$ cat src/rtl/adder_pg_stage_pkg.sv
// Shared definitions for the prefix-adder front end: data width, lane modes, lane LSB patterns.
// Latency: n/a (types, constants and constant functions only).
// Backpressure: n/a.
`ifndef LEN_DATA
`define LEN_DATA 31
`endif

package adder_pg_stage_pkg;

    localparam int DATA_W = `LEN_DATA + 1;

    // Lane-mode encodings; the fourth code is reserved and behaves like LANE_32.
    typedef enum logic [1:0] {
        LANE_32   = 2'd0,
        LANE_16   = 2'd1,
        LANE_8    = 2'd2,
        LANE_RSVD = 2'd3
    } lane_mode_e;

    localparam int LANE_W_32 = 32;
    localparam int LANE_W_16 = 16;
    localparam int LANE_W_8  = 8;

    // One bit set at the LSB of every lane of width w.
    function automatic logic [DATA_W-1:0] lane_lsb_vec(input int w);
        logic [DATA_W-1:0] v;
        v = '0;
        for (int i = 0; i < DATA_W; i++) begin
            v[i] = ((i % w) == 0);
        end
        return v;
    endfunction

    localparam logic [DATA_W-1:0] LSB_32 = lane_lsb_vec(LANE_W_32);
    localparam logic [DATA_W-1:0] LSB_16 = lane_lsb_vec(LANE_W_16);
    localparam logic [DATA_W-1:0] LSB_8  = lane_lsb_vec(LANE_W_8);

    // Per-entry payload held in the output and skid registers (tag kept separately,
    // since its width is a module parameter).
    typedef struct packed {
        logic [DATA_W-1:0] g;
        logic [DATA_W-1:0] p;
        logic [DATA_W-1:0] mask;
        logic [DATA_W-1:0] cin;
    } pg_t;

endpackage

$ cat src/rtl/adder_pg_stage_if.sv
// Handshake bundle between the operand source, the g/p front end and the first prefix stage.
// Latency: n/a (wires only).
// Backpressure: carries in_valid/in_ready on the input side and out_valid/out_ready on the output side.
interface adder_pg_stage_if
    import adder_pg_stage_pkg::*;
#(
    parameter int TAG_W = 4
);
    logic              in_valid;
    logic              in_ready;
    logic [DATA_W-1:0] op_a;
    logic [DATA_W-1:0] op_b;
    logic              op_sub;
    logic [1:0]        lane_mode;
    logic [TAG_W-1:0]  tag_in;
    logic              flush;
    logic              out_valid;
    logic              out_ready;
    logic [DATA_W-1:0] generate_out;
    logic [DATA_W-1:0] propogate_out;
    logic [DATA_W-1:0] mask;
    logic [DATA_W-1:0] cin_vec;
    logic [TAG_W-1:0]  tag_out;

    // Operand source / downstream consumer side.
    modport master (
        output in_valid, op_a, op_b, op_sub, lane_mode, tag_in, flush, out_ready,
        input  in_ready, out_valid, generate_out, propogate_out, mask, cin_vec, tag_out
    );

    // The g/p stage itself.
    modport slave (
        input  in_valid, op_a, op_b, op_sub, lane_mode, tag_in, flush, out_ready,
        output in_ready, out_valid, generate_out, propogate_out, mask, cin_vec, tag_out
    );
endinterface

$ cat src/rtl/adder_lane_decode.sv
// Lane decode: turns lane_mode/op_sub into the prefix combine mask and per-lane carry-in vector.
// Latency: combinational.
// Backpressure: none.
module adder_lane_decode
    import adder_pg_stage_pkg::*;
(
    input  logic [1:0]        lane_mode,
    input  logic              op_sub,
    output logic [DATA_W-1:0] mask,
    output logic [DATA_W-1:0] cin_vec
);

    logic [DATA_W-1:0] lsb;

    // Pick the lane-LSB pattern, then derive combine-enable and carry-in from it.
    always_comb begin
        lsb = LSB_32;
        case (lane_mode_e'(lane_mode))
            LANE_16: lsb = LSB_16;
            LANE_8:  lsb = LSB_8;
            default: lsb = LSB_32;   // LANE_32 and the reserved code
        endcase
        // No combine across a lane boundary; bit 0 has no lower neighbour so it stays enabled.
        mask    = ~lsb;
        mask[0] = 1'b1;
        cin_vec = op_sub ? lsb : '0;
    end

endmodule

$ cat src/rtl/adder_pg_stage.sv
// Operand prep: registers bitwise g/p, lane mask and carry-in vector for the first prefix stage.
// Latency: 1 cycle from input acceptance to registered output.
// Backpressure: output register plus one skid entry; in_ready is a flop, low only while the skid is full.
module adder_pg_stage
    import adder_pg_stage_pkg::*;
#(
    parameter int TAG_W = 4
) (
    input  logic              clk,
    input  logic              rst_n,
    adder_pg_stage_if.slave   bus
);

    logic [DATA_W-1:0] b_eff;
    logic [DATA_W-1:0] dec_mask;
    logic [DATA_W-1:0] dec_cin;
    pg_t               new_dat;

    logic              enq;
    logic              deq;

    logic              or_vld_q, or_vld_d;
    logic              sk_vld_q, sk_vld_d;
    logic              in_rdy_q, in_rdy_d;
    pg_t               or_dat_q, or_dat_d;
    pg_t               sk_dat_q, sk_dat_d;
    logic [TAG_W-1:0]  or_tag_q, or_tag_d;
    logic [TAG_W-1:0]  sk_tag_q, sk_tag_d;

    adder_lane_decode u_lane_decode (
        .lane_mode (bus.lane_mode),
        .op_sub    (bus.op_sub),
        .mask      (dec_mask),
        .cin_vec   (dec_cin)
    );

    // Raw bitwise g/p of A and the (optionally inverted) B; carry-in is kept separate.
    always_comb begin
        b_eff        = bus.op_sub ? ~bus.op_b : bus.op_b;
        new_dat.g    = bus.op_a & b_eff;
        new_dat.p    = bus.op_a ^ b_eff;
        new_dat.mask = dec_mask;
        new_dat.cin  = dec_cin;
    end

    // Output register / skid register next state.
    always_comb begin
        enq      = bus.in_valid && in_rdy_q;
        deq      = or_vld_q && bus.out_ready;
        or_vld_d = or_vld_q;
        sk_vld_d = sk_vld_q;
        or_dat_d = or_dat_q;
        sk_dat_d = sk_dat_q;
        or_tag_d = or_tag_q;
        sk_tag_d = sk_tag_q;

        if (bus.flush) begin
            // Everything held, and anything arriving this cycle, is discarded.
            or_vld_d = 1'b0;
            sk_vld_d = 1'b0;
        end else if (deq) begin
            if (sk_vld_q) begin
                // in_ready is low whenever the skid is full, so no enqueue competes here.
                or_dat_d = sk_dat_q;
                or_tag_d = sk_tag_q;
                sk_vld_d = 1'b0;
            end else if (enq) begin
                or_dat_d = new_dat;
                or_tag_d = bus.tag_in;
            end else begin
                or_vld_d = 1'b0;
            end
        end else if (enq) begin
            if (!or_vld_q) begin
                or_vld_d = 1'b1;
                or_dat_d = new_dat;
                or_tag_d = bus.tag_in;
            end else begin
                sk_vld_d = 1'b1;
                sk_dat_d = new_dat;
                sk_tag_d = bus.tag_in;
            end
        end

        in_rdy_d = !sk_vld_d;
    end

    // State registers; reset clears both valid bits and zeroes the visible outputs.
    always_ff @(posedge clk or negedge rst_n) begin
        if (!rst_n) begin
            or_vld_q <= 1'b0;
            sk_vld_q <= 1'b0;
            in_rdy_q <= 1'b1;
            or_dat_q <= '0;
            sk_dat_q <= '0;
            or_tag_q <= '0;
            sk_tag_q <= '0;
        end else begin
            or_vld_q <= or_vld_d;
            sk_vld_q <= sk_vld_d;
            in_rdy_q <= in_rdy_d;
            or_dat_q <= or_dat_d;
            sk_dat_q <= sk_dat_d;
            or_tag_q <= or_tag_d;
            sk_tag_q <= sk_tag_d;
        end
    end

    assign bus.in_ready      = in_rdy_q;
    assign bus.out_valid     = or_vld_q;
    assign bus.generate_out  = or_dat_q.g;
    assign bus.propogate_out = or_dat_q.p;
    assign bus.mask          = or_dat_q.mask;
    assign bus.cin_vec       = or_dat_q.cin;
    assign bus.tag_out       = or_tag_q;

endmodule

$ cat src/flat_wrapper.sv
// flat-port wrapper written by rule: the top's interface ports become plain ports
module adder_pg_stage_flat import adder_pg_stage_pkg::*;
#(
    parameter int TAG_W = 4
)
  (clk, rst_n, bus_in_valid, bus_op_a, bus_op_b, bus_op_sub, bus_lane_mode, bus_tag_in, bus_flush, bus_out_ready, bus_in_ready, bus_out_valid, bus_generate_out, bus_propogate_out, bus_mask, bus_cin_vec, bus_tag_out);
  adder_pg_stage_if #(.TAG_W(TAG_W)) bus_i ();
  input  logic clk;
  input  logic rst_n;
  input wire logic [$bits(bus_i.in_valid)-1:0] bus_in_valid;
  input wire logic [$bits(bus_i.op_a)-1:0] bus_op_a;
  input wire logic [$bits(bus_i.op_b)-1:0] bus_op_b;
  input wire logic [$bits(bus_i.op_sub)-1:0] bus_op_sub;
  input wire logic [$bits(bus_i.lane_mode)-1:0] bus_lane_mode;
  input wire logic [$bits(bus_i.tag_in)-1:0] bus_tag_in;
  input wire logic [$bits(bus_i.flush)-1:0] bus_flush;
  input wire logic [$bits(bus_i.out_ready)-1:0] bus_out_ready;
  output wire logic [$bits(bus_i.in_ready)-1:0] bus_in_ready;
  output wire logic [$bits(bus_i.out_valid)-1:0] bus_out_valid;
  output wire logic [$bits(bus_i.generate_out)-1:0] bus_generate_out;
  output wire logic [$bits(bus_i.propogate_out)-1:0] bus_propogate_out;
  output wire logic [$bits(bus_i.mask)-1:0] bus_mask;
  output wire logic [$bits(bus_i.cin_vec)-1:0] bus_cin_vec;
  output wire logic [$bits(bus_i.tag_out)-1:0] bus_tag_out;
  assign bus_i.in_valid = bus_in_valid;
  assign bus_i.op_a = bus_op_a;
  assign bus_i.op_b = bus_op_b;
  assign bus_i.op_sub = bus_op_sub;
  assign bus_i.lane_mode = bus_lane_mode;
  assign bus_i.tag_in = bus_tag_in;
  assign bus_i.flush = bus_flush;
  assign bus_i.out_ready = bus_out_ready;
  assign bus_in_ready = bus_i.in_ready;
  assign bus_out_valid = bus_i.out_valid;
  assign bus_generate_out = bus_i.generate_out;
  assign bus_propogate_out = bus_i.propogate_out;
  assign bus_mask = bus_i.mask;
  assign bus_cin_vec = bus_i.cin_vec;
  assign bus_tag_out = bus_i.tag_out;
  adder_pg_stage #(.TAG_W(TAG_W)) u_core (.clk(clk), .rst_n(rst_n), .bus(bus_i));
endmodule
$ cat config.mk
export PLATFORM = sky130hd
export DESIGN_NAME = adder_pg_stage_flat
export DESIGN_NICKNAME = d
export VERILOG_FILES = /design/src/rtl/adder_pg_stage_pkg.sv /design/src/rtl/adder_pg_stage_if.sv /design/src/rtl/adder_lane_decode.sv /design/src/rtl/adder_pg_stage.sv /design/src/flat_wrapper.sv
export SDC_FILE = /design/constraint.sdc
export NUM_CORES = 1
export LEC_CHECK = 0
export CORE_ASPECT_RATIO = 2
export CORE_MARGIN = 10
export CORE_UTILIZATION = 50
export DETAILED_ROUTE_END_ITERATION = 12
export PLACE_DENSITY = 0.91
export SETUP_SLACK_MARGIN = 0.2
export SYNTH_ARGS = -nofsm -noshare
export SYNTH_HDL_FRONTEND = slang
export SYNTH_HIERARCHICAL = 1
export SYNTH_SLANG_ARGS = --single-unit
export TNS_END_PERCENT = 20
$ cat constraint.sdc
create_clock -name clk -period 1.7 [get_ports clk]
set_input_delay 0.34 -clock clk [delete_from_list [all_inputs] [get_ports clk]]
set_output_delay 0.34 -clock clk [all_outputs]
set_load 0.01 [all_outputs]
==> metrics.csv <==
stage,metric,value,unit
status,status,"complete, but fails checks",
status,failing checks,negative setup slack,
detailed_routing,drt total wl,30.9,mm
final_layout,share of layout cells above drive strength 1,51.4,%
setup_path,cell count along the critical path,6,
setup_path,CP startpoint kind,flip-flop,
final_layout,Layout Nets,1245,
synth,largest family of logic cells by synthesized area,multiplexers,
floorplan,IO Count,210,
setup_path,FF-to-FF setup slack,-0.22,ns
clocking,"Clk Latency, worst-skew pair",0.53,ns
synth,share of the synthesized area in the top cell type,52.4,%
synth,sequential cell area fraction in the yosys report,52.7,%
synth,Synth Area in Simple Gates,0.414,%
final_layout,final instance area,16800,sq um
floorplan,Rows,82,
sta,Slew Limit Fails,0,
sta,final setup fails,234,
placed_design,GP Congestion,0.813,
detailed_routing,first-pass iteration count of the detailed router,4,
floorplan,die width,133,um
power_and_ir_drop,power per cell area,1130,nW/um^2
synth,Ys Warns,6,
synth,Commonest cells post-synth,"mux2_2 (380), dfrtp_1 (266), buf_4 (85)",
clocking,clock-pin slew on the worst setup and hold paths,0.07,ns
setup_path,Crit path max-delay family,flip-flops,
detailed_routing,DRT antenna net count,0,
sta,Tcrit/Tclk final,113,%
sta,Max Clock Freq,521,MHz
placed_design,dpl cell area,15700,sq um
setup_path,r2r endpoint,u_core/bus.propogate_out[23],
global_route,pin count of the biggest net entering global routing,47,
sta,min Tclk post-route,1.92,ns
setup_path,CP endpoint kind,flip-flop,
synth,Post-synth EDFFs,0,
detailed_routing,Vias,7630,
synth,top-count cell post-synth,mux2_2,
setup_path,critical path class,flip-flop to flip-flop,
sta,RSZ-0062 raised after global routing,yes,
global_route,first-pass GRT wire length,47.4,mm
setup_path,max incr delay on CP,0.56,ns
global_route,GRT Total Usage,18.1,%
detailed_routing,Initial DRC Count,264,
clocking,root buf cell,clkbuf_16,
hold_path,min-delay worst type,input pin to asynchronous set/reset pin,
setup_path,Setup crit start,u_core/bus.in_ready,
detailed_routing,WL/cell,20.8,um
placed_design,Port Buffers,209,
setup_path,crit path max fanout,17,
sta,Worst Hold Slack,0.336,ns
setup_path,crit-path cells,nand2_4 > a221oi_4 > buf_4 > buf_12 > buf_12 > mux2_2,
power_and_ir_drop,static leakage,8.42,nW
power_and_ir_drop,Peak VDD IR,1100,uV
floorplan,die area,32500,sq um
synth,"Avg Cell Area, Syn",14.9,sq um
final_layout,final core occ,67.3,%
detailed_routing,drt drc,0,
setup_path,Critical path buffers and inverters,3,
global_route,vias in the first global route,8699,
clocking,H-tree levels,1,
synth,Synth Register Bits,267,
placed_design,HPWL Detailed,21.9,mm
floorplan,Starting Density,50.7,%
synth,Synth Area in XOR/XNOR,2.21,%
placed_design,Place WS,-0.544,ns
clocking,CTS sink cnt,267,
final_layout,Synth-to-Final Area Change,32.7,%
setup_path,Worst EP arrival,2.32,ns
setup_path,Crit-path slowest cell,dfstp_2,
synth,"top cells by area, synth","dfrtp_1 (52%), mux2_2 (34%), buf_4 (5.0%), ha_1 (3.3%), xor2_1 (2.2%)",
synth,Synth area leader,dfrtp_1,
synth,Synth Area in Adders,3.25,%
sta,post-route setup slack,-0.220,ns
clocking,CTS tree,yes,
setup_path,Crit Reg-Reg Startpoint,u_core/bus.in_ready,
synth,post-synthesis compound-gate area fraction,0.315,%
synth,Yosys cell types,22,
clocking,CTS buffer count,24,
setup_path,worst setup path endpoint,u_core/bus.propogate_out[23],
sta,clk_skew,0.0236,ns
setup_path,CP dominant cell by count,buf_12,
synth,Synth Instances,852,
global_route,initial antenna violation count,3,
floorplan,Chip Height,245,um
sta,hold violation count in the final report,0,
global_route,global route overflow,0,
setup_path,Reg2Reg Depth,6,
detailed_routing,Via density,5.12,
clocking,clk buf depth,3,
synth,Syn Std Cell Area,12700,sq um
setup_path,CP required,2.10,ns
synth,Async SR Flop Fraction,100,%
synth,multiplexer area fraction after synthesis,35.1,%
floorplan,core area,25000,sq um
synth,Post-synth top flop,dfrtp_1,
run,max-cap violations,0,
## layout make-up
| type | count | area [sq um] |
|---|---|---|
| diodes | 1 | 2.50 |
| clock buffers | 33 | 696 |
| clock inverters | 9 | 81.3 |
| fillers | 1732 | 8190 |
| inverters | 4 | 15.0 |
| multi-input cells | 529 | 5740 |
| flip-flops and latches | 267 | 6680 |
| well taps | 336 | 420 |
| repair buffers | 310 | 3210 |
## registers in the layout (all words and copies together) (netlist names)
name,flops
u_core/sk_dat_q,128
u_core/bus.cin_vec,32
u_core/bus.generate_out,32
u_core/bus.mask,32
u_core/bus.propogate_out,32
u_core/bus.tag_out,4
u_core/sk_tag_q,4
u_core/bus.in_ready,1
u_core/bus.out_valid,1
u_core/sk_vld_q,1
## worst register-to-register path: stages (launching register included)
cell and delay (ns):
dfstp_2 0.56, nand2_4 0.08, a221oi_4 0.29, buf_4 0.18, buf_12 0.14, buf_12 0.18
mux2_2 0.36
## layer usage
metal | part of all wire, % | GRT usage (%)
met1 | 35 | 18.0
met2 | 56 | 34.8
met3 | 3.6 | 3.05
met4 | 4.5 | 8.88
met5 | 0.13 | 0
## worst min path at each step
stage                     slack [ns]  depth (start not counted)  startpoint                            to
after global placement          0.28                          1       rst_n  u_core/bus.propogate_out[24]
final                           0.34                          2       rst_n  u_core/bus.propogate_out[24]
after detailed placement        0.29                          1       rst_n  u_core/bus.propogate_out[24]
after global routing            0.34                          2       rst_n  u_core/bus.propogate_out[24]
after floorplan                 0.04                          0       rst_n         u_core/bus.cin_vec[0]
after CTS                       0.33                          2       rst_n  u_core/bus.propogate_out[21]
## cell families after synthesis
| logic type | count (synthesis) |
|---|---|
| fa+ha+maj | 33 |
| flops | 267 |
| simple gates | 6 |
| compound gates | 5 |
| xor+xnor | 32 |
| other cells | 2 |
| buf+inv | 111 |
| mux | 396 |
## cell usage in the layout, fill, tap and decap left out, drive strengths merged
cell type        n
buf            160
dlymetal6s2s    71
bufinv           1
clkinvlp         3
mux2           396
clkinv           5
nor4b            1
a211o            1
dlygate4sd3      1
nand3            1
ha              33
a21oi            1
a31oi            1
and2             1
dfstp            1
o21ai            1
clkdlybuf4s50   73
inv              4
nor2b            1
clkbuf          38
diode            1
xor2            32
dfrtp          266
conb            57
nand2            2
a221oi           1
## where the power goes
| part | internal, mW | switching (mW) |
|---|---|---|
| logic | 2.92 | 1.89 |
| clock network | 3.02 | 2.35 |
| registers | 7.98 | 0.934 |
| total | 13.9 | 5.17 |
## timing repair
| item | CTS | global route |
|---|---|---|
| gates cloned | 1 | 2 |
| hold endpoints to repair | 34 | 0 |
| gates resized for setup | 261 | 155 |
| setup endpoints to repair | 397 | 341 |
| pin swaps | 1 | 1 |
| hold buffers | 1 | 0 |
| buffers inserted | 5 | 4 |
## metrics by stage
stage	cells	TNS, ns	power (mW)
2_1_floorplan	907	-9.30	11.3
3_3_place_gp	1433	-112.39	13.7
3_5_place_dp	1433	-124.18	14.0
4_1_cts	1482	-32.51	19.2
5_1_grt	1489	-39.62	20.0
6_report	1489	-31.94	19.1
Note: power is estimated with default switching activity, not from simulation.
